**src/rtl/lc3_pkg.sv**
```systemverilog
// Shared LC-3 types and constants used across the datapath stages.
package lc3_pkg;

    typedef logic [15:0] word_t;

    localparam word_t LC3_RESET_PC = 16'h3000;

    typedef enum logic {
        FETCH = 1'b0,
        HOLD  = 1'b1
    } fetch_state_t;

    typedef enum logic [3:0] {
        OP_BR   = 4'h0,
        OP_ADD  = 4'h1,
        OP_LD   = 4'h2,
        OP_ST   = 4'h3,
        OP_JSR  = 4'h4,
        OP_AND  = 4'h5,
        OP_LDR  = 4'h6,
        OP_STR  = 4'h7,
        OP_RTI  = 4'h8,
        OP_NOT  = 4'h9,
        OP_LDI  = 4'hA,
        OP_STI  = 4'hB,
        OP_JMP  = 4'hC,
        OP_RES  = 4'hD,
        OP_LEA  = 4'hE,
        OP_TRAP = 4'hF
    } opcode_t;

endpackage

```
**src/rtl/lc3_pc_reg.sv**
```systemverilog
// LC-3 program counter: reset > redirect > increment > hold.
module lc3_pc_reg
    import lc3_pkg::*;
#(
    parameter int          ADDR_W   = 16,
    parameter logic [15:0] RESET_PC = LC3_RESET_PC
) (
    input  logic              clk,
    input  logic              rst,
    input  logic              load,
    input  logic [ADDR_W-1:0] target,
    input  logic              inc,
    output logic [ADDR_W-1:0] pc
);

    always_ff @(posedge clk) begin
        if (rst)
            pc <= RESET_PC[ADDR_W-1:0];
        else if (load)
            pc <= target;
        else if (inc)
            pc <= pc + 1'b1;
    end

endmodule

```
**src/rtl/lc3_fetch_unit.sv**
```systemverilog
// LC-3 instruction fetch: one outstanding read, IR held until accepted.
module lc3_fetch_unit
    import lc3_pkg::*;
#(
    parameter int          ADDR_W   = 16,
    parameter int          DATA_W   = 16,
    parameter logic [15:0] RESET_PC = LC3_RESET_PC
) (
    input  logic              clk,
    input  logic              rst,
    output logic              mem_req,
    output logic [ADDR_W-1:0] mem_addr,
    input  logic [DATA_W-1:0] mem_rdata,
    input  logic              mem_ready,
    output logic [DATA_W-1:0] ir,
    output logic              ir_valid,
    input  logic              ir_accept,
    output logic [ADDR_W-1:0] pc,
    input  logic              pc_load,
    input  logic [ADDR_W-1:0] pc_target
);

    fetch_state_t state;
    logic         capture;

    // A redirect in the capture cycle drops the word and skips the increment
    assign capture  = (state == FETCH) && mem_ready && !pc_load;
    assign mem_req  = (state == FETCH) && !rst;
    assign mem_addr = pc;

    lc3_pc_reg #(
        .ADDR_W   (ADDR_W),
        .RESET_PC (RESET_PC)
    ) u_pc (
        .clk    (clk),
        .rst    (rst),
        .load   (pc_load),
        .target (pc_target),
        .inc    (capture),
        .pc     (pc)
    );

    always_ff @(posedge clk) begin
        if (rst) begin
            state    <= FETCH;
            ir       <= '0;
            ir_valid <= 1'b0;
        end else if (pc_load) begin
            state    <= FETCH;
            ir_valid <= 1'b0;
        end else begin
            unique case (state)
                FETCH: begin
                    if (mem_ready) begin
                        ir       <= mem_rdata;
                        ir_valid <= 1'b1;
                        state    <= HOLD;
                    end
                end
                HOLD: begin
                    if (ir_accept) begin
                        ir_valid <= 1'b0;
                        state    <= FETCH;
                    end
                end
                default: state <= FETCH;
            endcase
        end
    end

endmodule

```
**config.mk**
```make
export PLATFORM = sky130hd
export DESIGN_NAME = lc3_fetch_unit
export DESIGN_NICKNAME = d
export VERILOG_FILES = /design/src/rtl/lc3_pkg.sv /design/src/rtl/lc3_pc_reg.sv /design/src/rtl/lc3_fetch_unit.sv
export SDC_FILE = /design/constraint.sdc
export NUM_CORES = 1
export LEC_CHECK = 0
export ABC_CLOCK_PERIOD_IN_PS = 1950
export CAP_MARGIN = 5
export CORE_AREA = 2 2 68 70
export DETAILED_ROUTE_END_ITERATION = 10
export DIE_AREA = 0 0 70 72
export PLACE_DENSITY_LB_ADDON = 0.12
export RECOVER_POWER = 50
export SYNTH_ARGS = -nofsm -noshare
export SYNTH_HDL_FRONTEND = slang
export SYNTH_SLANG_ARGS = --single-unit
export TNS_END_PERCENT = 1
```
**constraint.sdc**
```tcl
create_clock -name clk -period 1.95 [get_ports clk]
set_input_delay 0.39 -clock clk [delete_from_list [all_inputs] [get_ports clk]]
set_output_delay 0.39 -clock clk [all_outputs]
set_load 0.02 [all_outputs]
```
# --- Word level (Yosys, flattened, before mapping) ---
# Index checks and enable logic that the tools add are counted.
word_totals:
  elab_cells: 26
  ram_bits: 0
  latchBits: 0
  memories: 0
  rom_bits: 0
  ff_bits: 34
  out_inout_bits: 50
  in_bits: 37
classes:
  addsub: 1
  shifts: 0
  mul: 0
  n_eq_ne: 2
  reduce_logical: 9
  order_cmp: 0
  n_mux: 8
  bitwise: 2
  div: 0
ops:
  columns: ["op", "n"]
  rows:
  - ["two-way mux 16 bit", 2]
  - ["adder 16 x 1 -> 16 bit (second input constant)", 1]
  - ["two-way mux 1 bit", 4]
  - ["inequality test 2 bit (second input constant)", 2]
  - ["case mux 1 bit (2 select lines)", 2]
  - ["logical AND 1 bit", 3]
  - ["AND reduction 3 bit", 1]
  - ["logical NOT 1 bit", 2]
  - ["inverter 1 bit", 2]
  - ["AND reduction 2 bit", 1]
  - ["nonzero test 2 bit", 1]
  - ["OR reduction 2 bit", 1]

# --- Depth between registers and ports, before layout ---
# Gate-level depths: netlist (run 1).
depth:
  depth_word: 5
  depth_mapped: 7
  ltp_nobuf: 5

# --- Modules after synthesis ---
# A second synthesis (run 1) with hierarchy kept.
hier_totals:
  hier_cells: 216
  hier_area_um2: 1934.4
modules_own_cells:
  columns: ["mod", "area_per_inst_um2", "instances", "cells_each"]
  rows:
  - ["lc3_pc_reg", 997.2, 1, 122]
  - ["lc3_fetch_unit", 937.1, 1, 94]

# --- Worst setup path before layout (run 1) ---
# No wires, ideal clock.
synth_timing:
  path_type: "reg2reg"
  from: "register u_pc.pc[0]"
  to: "register u_pc.pc[14]"
  t_arrival_ps: 1653
  synth_period_minus_slack_ps: 1743
  slack_ps: 207
  stages_incl_launch_ff: 7
  setup_time_ps: 91
  n_path_buf: 1
  cell_sequence: "dfxtp_1 ha_1 and4b_1 clkbuf_1 nand2_1 or3_1 a311oi_1"
synth_between:
  elab_chain_len: 3
synth_lines:
  columns: ["item", "line_no", "source"]
  rows:
  - ["from (decl)", "lc3_pc_reg.sv:13", "output logic [ADDR_W-1:0] pc"]
  - ["from (signal assigned)", "lc3_pc_reg.sv:18", "pc <= RESET_PC[ADDR_W-1:0];"]
  - ["from (signal assigned)", "lc3_pc_reg.sv:20", "pc <= target;"]
  - ["from (signal assigned)", "lc3_pc_reg.sv:22", "pc <= pc + 1'b1;"]
  - ["adder 16 x 1 -> 16 bit", "lc3_pc_reg.sv:22", null]
  - ["two-way mux 16 bit", "lc3_pc_reg.sv:21", "else if (inc)"]
  - ["two-way mux 16 bit", "lc3_pc_reg.sv:19", "else if (load)"]
# Every way passes these cells. The select of a mux whose other input is x is not followed.
# A chain may end at the register's enable or synchronous reset.

# --- Final worst setup path (run 1) ---
layout_timing:
  from: "register u_pc.pc[11]"
  to: "output port pc[11]"
layout_rtl:
  columns: ["item", "line_no", "source"]
  rows:
  - ["to (decl)", "lc3_fetch_unit.sv:18", "output logic [ADDR_W-1:0] pc,"]
# No word-level cell between the ends.

==> run metrics, run 1 <==
first-pass GRT wire length=7.07 mm; Antenna diodes=0; Buffers on Ports=86; Yosys cell types=34; slowest CP cell=clkdlybuf4s50_1; most common cell after layout, fill and taps aside=clkdlybuf4s50_1; Die ar.=5040 µm²; Worst EP required=1560 ps; finished layout cell area=2550 µm²; Leak Pwr=0.969 nW; Vias=1628; FP Rows=24; DRC violations left=0; later-pin clock latency in the skew report=280 ps; initial antenna violation count=0; Post-synth EDFFs=0; Hold Path Class=reg -> reg; Sum Neg Setup Slack=0 ps; Max Buffers Root-to-Sink=2; Slew Viols, Final=0; CTS sink cnt=34; Total GRT Usage=17.6%; TritonRoute pass-1 iters=4; Routed WL per cell=12.5 µm; worst slack, placed=-69.6 ps; total wire length=4.17 mm; Area contributors post-synth=dfxtp_1 41%, nand2_1 11%, buf_4 7.3%; Critical Path Max Stage Delay=660 ps; complex-gate fraction of the synthesized area=14.6%; Die W=70 µm; Post-synth ARST share=0%; final core utilization=59.9%; HPWL after DPL=3.07 mm; placed cells=327; hold-fix buffers at CTS=0; Synth Register Bits=34; Clock Tree Root=clkbuf_8; Slew HR=70.0%; Syn Std Cell Area=1640 µm²; Setup WS post-layout=153 ps; final hold vios=0; vias per cell=4.86; synth warn=0; Post-Synth XOR/XNOR Area=5.87%; Mean Syn Cell Area=7.96 µm²; Worst setup SP type=flop; gr ovfl total=0; syn nets=244; endpoints failing setup=0; worst hold margin=449 ps; status=finished clean; cts repair resizes=0; Critical Path End Type=output pin; CP Cell Sequence=clkdlybuf4s50_1; commonest cells after routing, fill and taps aside=61 x clkdlybuf4s50_1, 48 x nand2_1, 34 x dfxtp_1; crit path max fanout=7; RePlAce Congestion=0.778; Period minus WS final=1800 ps; number of global-route vias before repair=1433; post-synth top area share=41.5%; Tot Pwr=1.70 mW; postcts setup bufs=0; Final nets=320; post-synthesis mux area share=1.30%; H-Tree Level Count=2; layout cells sized above 1=6.71%; largest family of logic cells by synthesized area=simple AND/OR/NAND/NOR gates; CTS clock-pin slew for the worst setup and hold paths=70 ps; critical path type=reg -> out; final setup skew=4.09 ps; Syn-to-layout area delta=55.8%; FMAX=557 MHz; RSZ-0062 raised after global routing=false; maxcap violations=0; number of buffers created by CTS=5; Worst Max-Slew Pin Slew=450 ps; worst path buffer plus inverter count=1; Top delay family on crit path=buffers and inverters; Arr. time, crit path=1410 ps; IO Pins=87; Period Utilization, post-route=92.1%; First DRT Iteration DRCs=61; area leader, netlist=dfxtp_1; power per cell area=667 nW/µm²; DRT antenna net count=0; synthesized-area fraction occupied by adder cells=0.763%; Starting Density=38.5%; placed cell areas=2480 µm²; Core Region=4260 µm²; Cell Count, Final, Fillers Out=335; VDD IR max=0.000444 V; Mapped Cells=206; largest net degree at the start of global routing=31; CTS tree=done; post-synthesis simple-gate area fraction=25.3%; post-synthesis sequential area ratio=41.5%; Die H=72 µm; Synth Flop Type=dfxtp_1
[worst paths after layout]
kind                from         end  slack, ps  cells after the start
max          u_pc.pc[11]      pc[11]        150                      1
min               ir[15]      ir[15]        450                      2
max reg2reg   u_pc.pc[0]  u_pc.pc[6]        270                      6
min reg2reg       ir[15]      ir[15]        450                      2
[cells in the mapped netlist, types with 3 or more instances]
master and count:
xnor2_1 6, nor3_1 3, inv_1 3, clkbuf_1 8, o21ai_0 5, xor2_1 5
a211oi_1 7, buf_4 16, nor2_1 14, a21oi_1 22, nand2_1 48, dfxtp_1 34
nand4_1 5
[metal layers]
layer	wire length (µm)	up-vias	global-route usage, %
met2	1850	59	26.2
met5	0	-	0
met1	1880	719	22.9
met4	87	0	8.33
li1	-	842	-
met3	358	8	5.97
[tightest hold or removal path, stage by stage (launching register included)]
cell     delay, ps
dfxtp_1        310
nand2_1         50
a21oi_1         50
[sequential cells by signal (all words and copies together) (netlist names)]
signal / cells
ir: 16
state: 1
ir_valid: 1
u_pc.pc: 16
[cell families (layout without fill, tap and decap cells)]
logic type	after synthesis	in the layout
muxes	2	2
and+or+nand+nor	87	87
DFF	34	34
AOI/OAI and AO/OA	41	41
adders and majority gates	1	1
buffers and inverters	30	107
xor gates and xnor gates	11	11
[cell type report]
cell class                 instances  area [µm²]
fill                             437        1710
timing repair buffer              96         922
multi-input combinational        142         785
clock buffer                       7        86.3
sequential                        34         681
inverter                           3        11.3
clock inverter                     1        5.00
tap                               52        65.1
[power by group]
| group | switching, mW | total, mW | leakage, nW | internal [mW] |
|---|---|---|---|---|
| sequential | 0.0432 | 0.778 | 0.280 | 0.735 |
| clock | 0.251 | 0.536 | 0.0482 | 0.285 |
| combinational | 0.184 | 0.391 | 0.641 | 0.207 |
| total | 0.478 | 1.70 | 0.969 | 1.23 |
Power figures use the tool's default switching activity.
==> run 2, diff against run 1 <==
--- a/config.mk
+++ b/config.mk
@@ -8,10 +8,12 @@
 export ABC_CLOCK_PERIOD_IN_PS = 1950
 export CAP_MARGIN = 5
 export CORE_AREA = 2 2 68 70
+export CTS_BUF_LIST = sky130_fd_sc_hd__clkbuf_4 sky130_fd_sc_hd__clkbuf_8
 export DETAILED_ROUTE_END_ITERATION = 10
 export DIE_AREA = 0 0 70 72
 export PLACE_DENSITY_LB_ADDON = 0.12
 export RECOVER_POWER = 50
+export REMOVE_ABC_BUFFERS = 1
 export SYNTH_ARGS = -nofsm -noshare
 export SYNTH_HDL_FRONTEND = slang
 export SYNTH_SLANG_ARGS = --single-unit
==> run metrics, run 2 (same netlist as run 1, synthesis figures left out) <==
Total GRT Usage=16.3%; IO Pins=87; biggest registers after layout=ir (16), u_pc.pc (16); power per cell area=753 nW/µm²; HPWL after DPL=3.00 mm; Tot Pwr=1.95 mW; final hold vios=0; layout cells sized above 1=6.38%; Slew HR=58.5%; TritonRoute pass-1 iters=4; Leak Pwr=0.974 nW; Slew Viols, Final=0; H-Tree Level Count=2; Starting Density=38.5%; area of the multi-input gates=782 µm²; most common cell after layout, fill and taps aside=clkdlybuf4s50_1; final setup skew=8.08 ps; FMAX=547 MHz; gr ovfl total=0; Antenna diodes=0; Fillers=413; number of global-route vias before repair=1467; Top delay family on crit path=buffers and inverters; reg2reg start=u_pc.pc[3]; min-delay src=ir[1]; CTS clock-pin slew for the worst setup and hold paths=70 ps; CTS sink cnt=34; largest net degree at the start of global routing=31; Critical Path Max Stage Delay=670 ps; Sum Neg Setup Slack=0 ps; Hold Path Depth=2; RePlAce Congestion=0.748; crit path max fanout=8; finished layout cell area=2590 µm²; endpoints failing setup=0; R2R depth=4; later-pin clock latency in the skew report=290 ps; Final nets=319; First DRT Iteration DRCs=74; Core Region=4260 µm²; status=finished clean; Worst setup SP type=flop; Worst Hold End=ir[1]; Syn-to-layout area delta=57.7%; worst hold margin=449 ps; initial antenna violation count=0; maxcap violations=0; Routed WL per cell=12.2 µm; total wire length=4.06 mm; Reg area=681 µm²; first-pass GRT wire length=6.61 mm; Hold Path Class=reg -> reg; Clock Tree Root=clkbuf_8; DRC violations left=0; Die H=72 µm; CP Cell Sequence=clkdlybuf4s50_1; Reg2Reg Setup Slack=250 ps; Worst EP required=1560 ps; CTS tree=done; critical path type=reg -> out; slowest CP cell=clkdlybuf4s50_1; Critical Path End Type=output pin; Buffers on Ports=86; Worst Max-Slew Pin Slew=623 ps; Vias=1615; Period minus WS final=1830 ps; VDD IR max=0.000341 V; DRT antenna net count=0; commonest cells after routing, fill and taps aside=66 x clkdlybuf4s50_1, 48 x nand2_1, 34 x dfxtp_1; RSZ-0062 raised after global routing=false; hold-fix buffers at CTS=0; Die ar.=5040 µm²; R2R Path End=u_pc.pc[13]; Die W=70 µm; number of buffers created by CTS=5; Arr. time, crit path=1440 ps; Max Buffers Root-to-Sink=2; worst path buffer plus inverter count=1; vias per cell=4.84; final core utilization=60.7%; Period Utilization, post-route=93.8%; placed cell areas=2470 µm²; FP Rows=24; postcts setup bufs=0
## run 2: cell types whose count changed in the layout (fill, tap and decap cells not counted), sizes merged
cell,change
bufinv,+2
clkdlybuf4s50,+5
dlygate4sd3,-5
buf,-3
## run 2: worst max-delay path by stage
stage                from           to  slack (ps)  depth (start not counted)
3_3_place_gp    mem_ready  u_pc.pc[15]          40                          5
5_1_grt           pc_load   u_pc.pc[6]          50                          5
2_1_floorplan  u_pc.pc[3]  u_pc.pc[13]         140                          4
6_report       u_pc.pc[7]        pc[7]         120                          1
4_1_cts               rst      mem_req          50                          3
3_5_place_dp    mem_ready   u_pc.pc[7]          10                          6
## run 2: stage by stage
| stage | instances | worst slack, ps |
|---|---|---|
| 2_1_floorplan | 179 | 144 |
| 3_3_place_gp | 326 | 41.6 |
| 3_5_place_dp | 326 | 13.4 |
| 4_1_cts | 334 | 46.6 |
| 5_1_grt | 334 | 45.7 |
| 6_report | 334 | 120 |
## run 2: repair_timing
| item | in CTS | in global routing |
|---|---|---|
| resized for setup | 0 | 1 |
| hold endpoints to repair | 0 | 0 |
| endpoints found under the setup margin | 0 | 1 |
## run 2: per-layer routing
metal	GRT usage [%]	share of wire, %	up-vias	wire length [µm]
li1	-	-	838	-
met1	21.0	45	703	1840
met2	26.1	45	66	1820
met3	4.72	8.2	8	335
met4	6.20	1.6	0	67
met5	0	0	-	0
## run 2: area by class of cell
| class | count | area share, % |
|---|---|---|
| clock inverter | 3 | 2.66 |
| sequential | 34 | 26.3 |
| tap | 52 | 2.52 |
| multi-input combinational | 142 | 30.2 |
| timing repair buffer | 95 | 35.2 |
| inverter | 3 | 0.435 |
| clock buffer | 5 | 2.66 |
## run 2: power by group
group	internal [mW]	switching, mW
registers	0.735	0.0452
clock network	0.512	0.269
logic	0.206	0.181
total	1.45	0.495
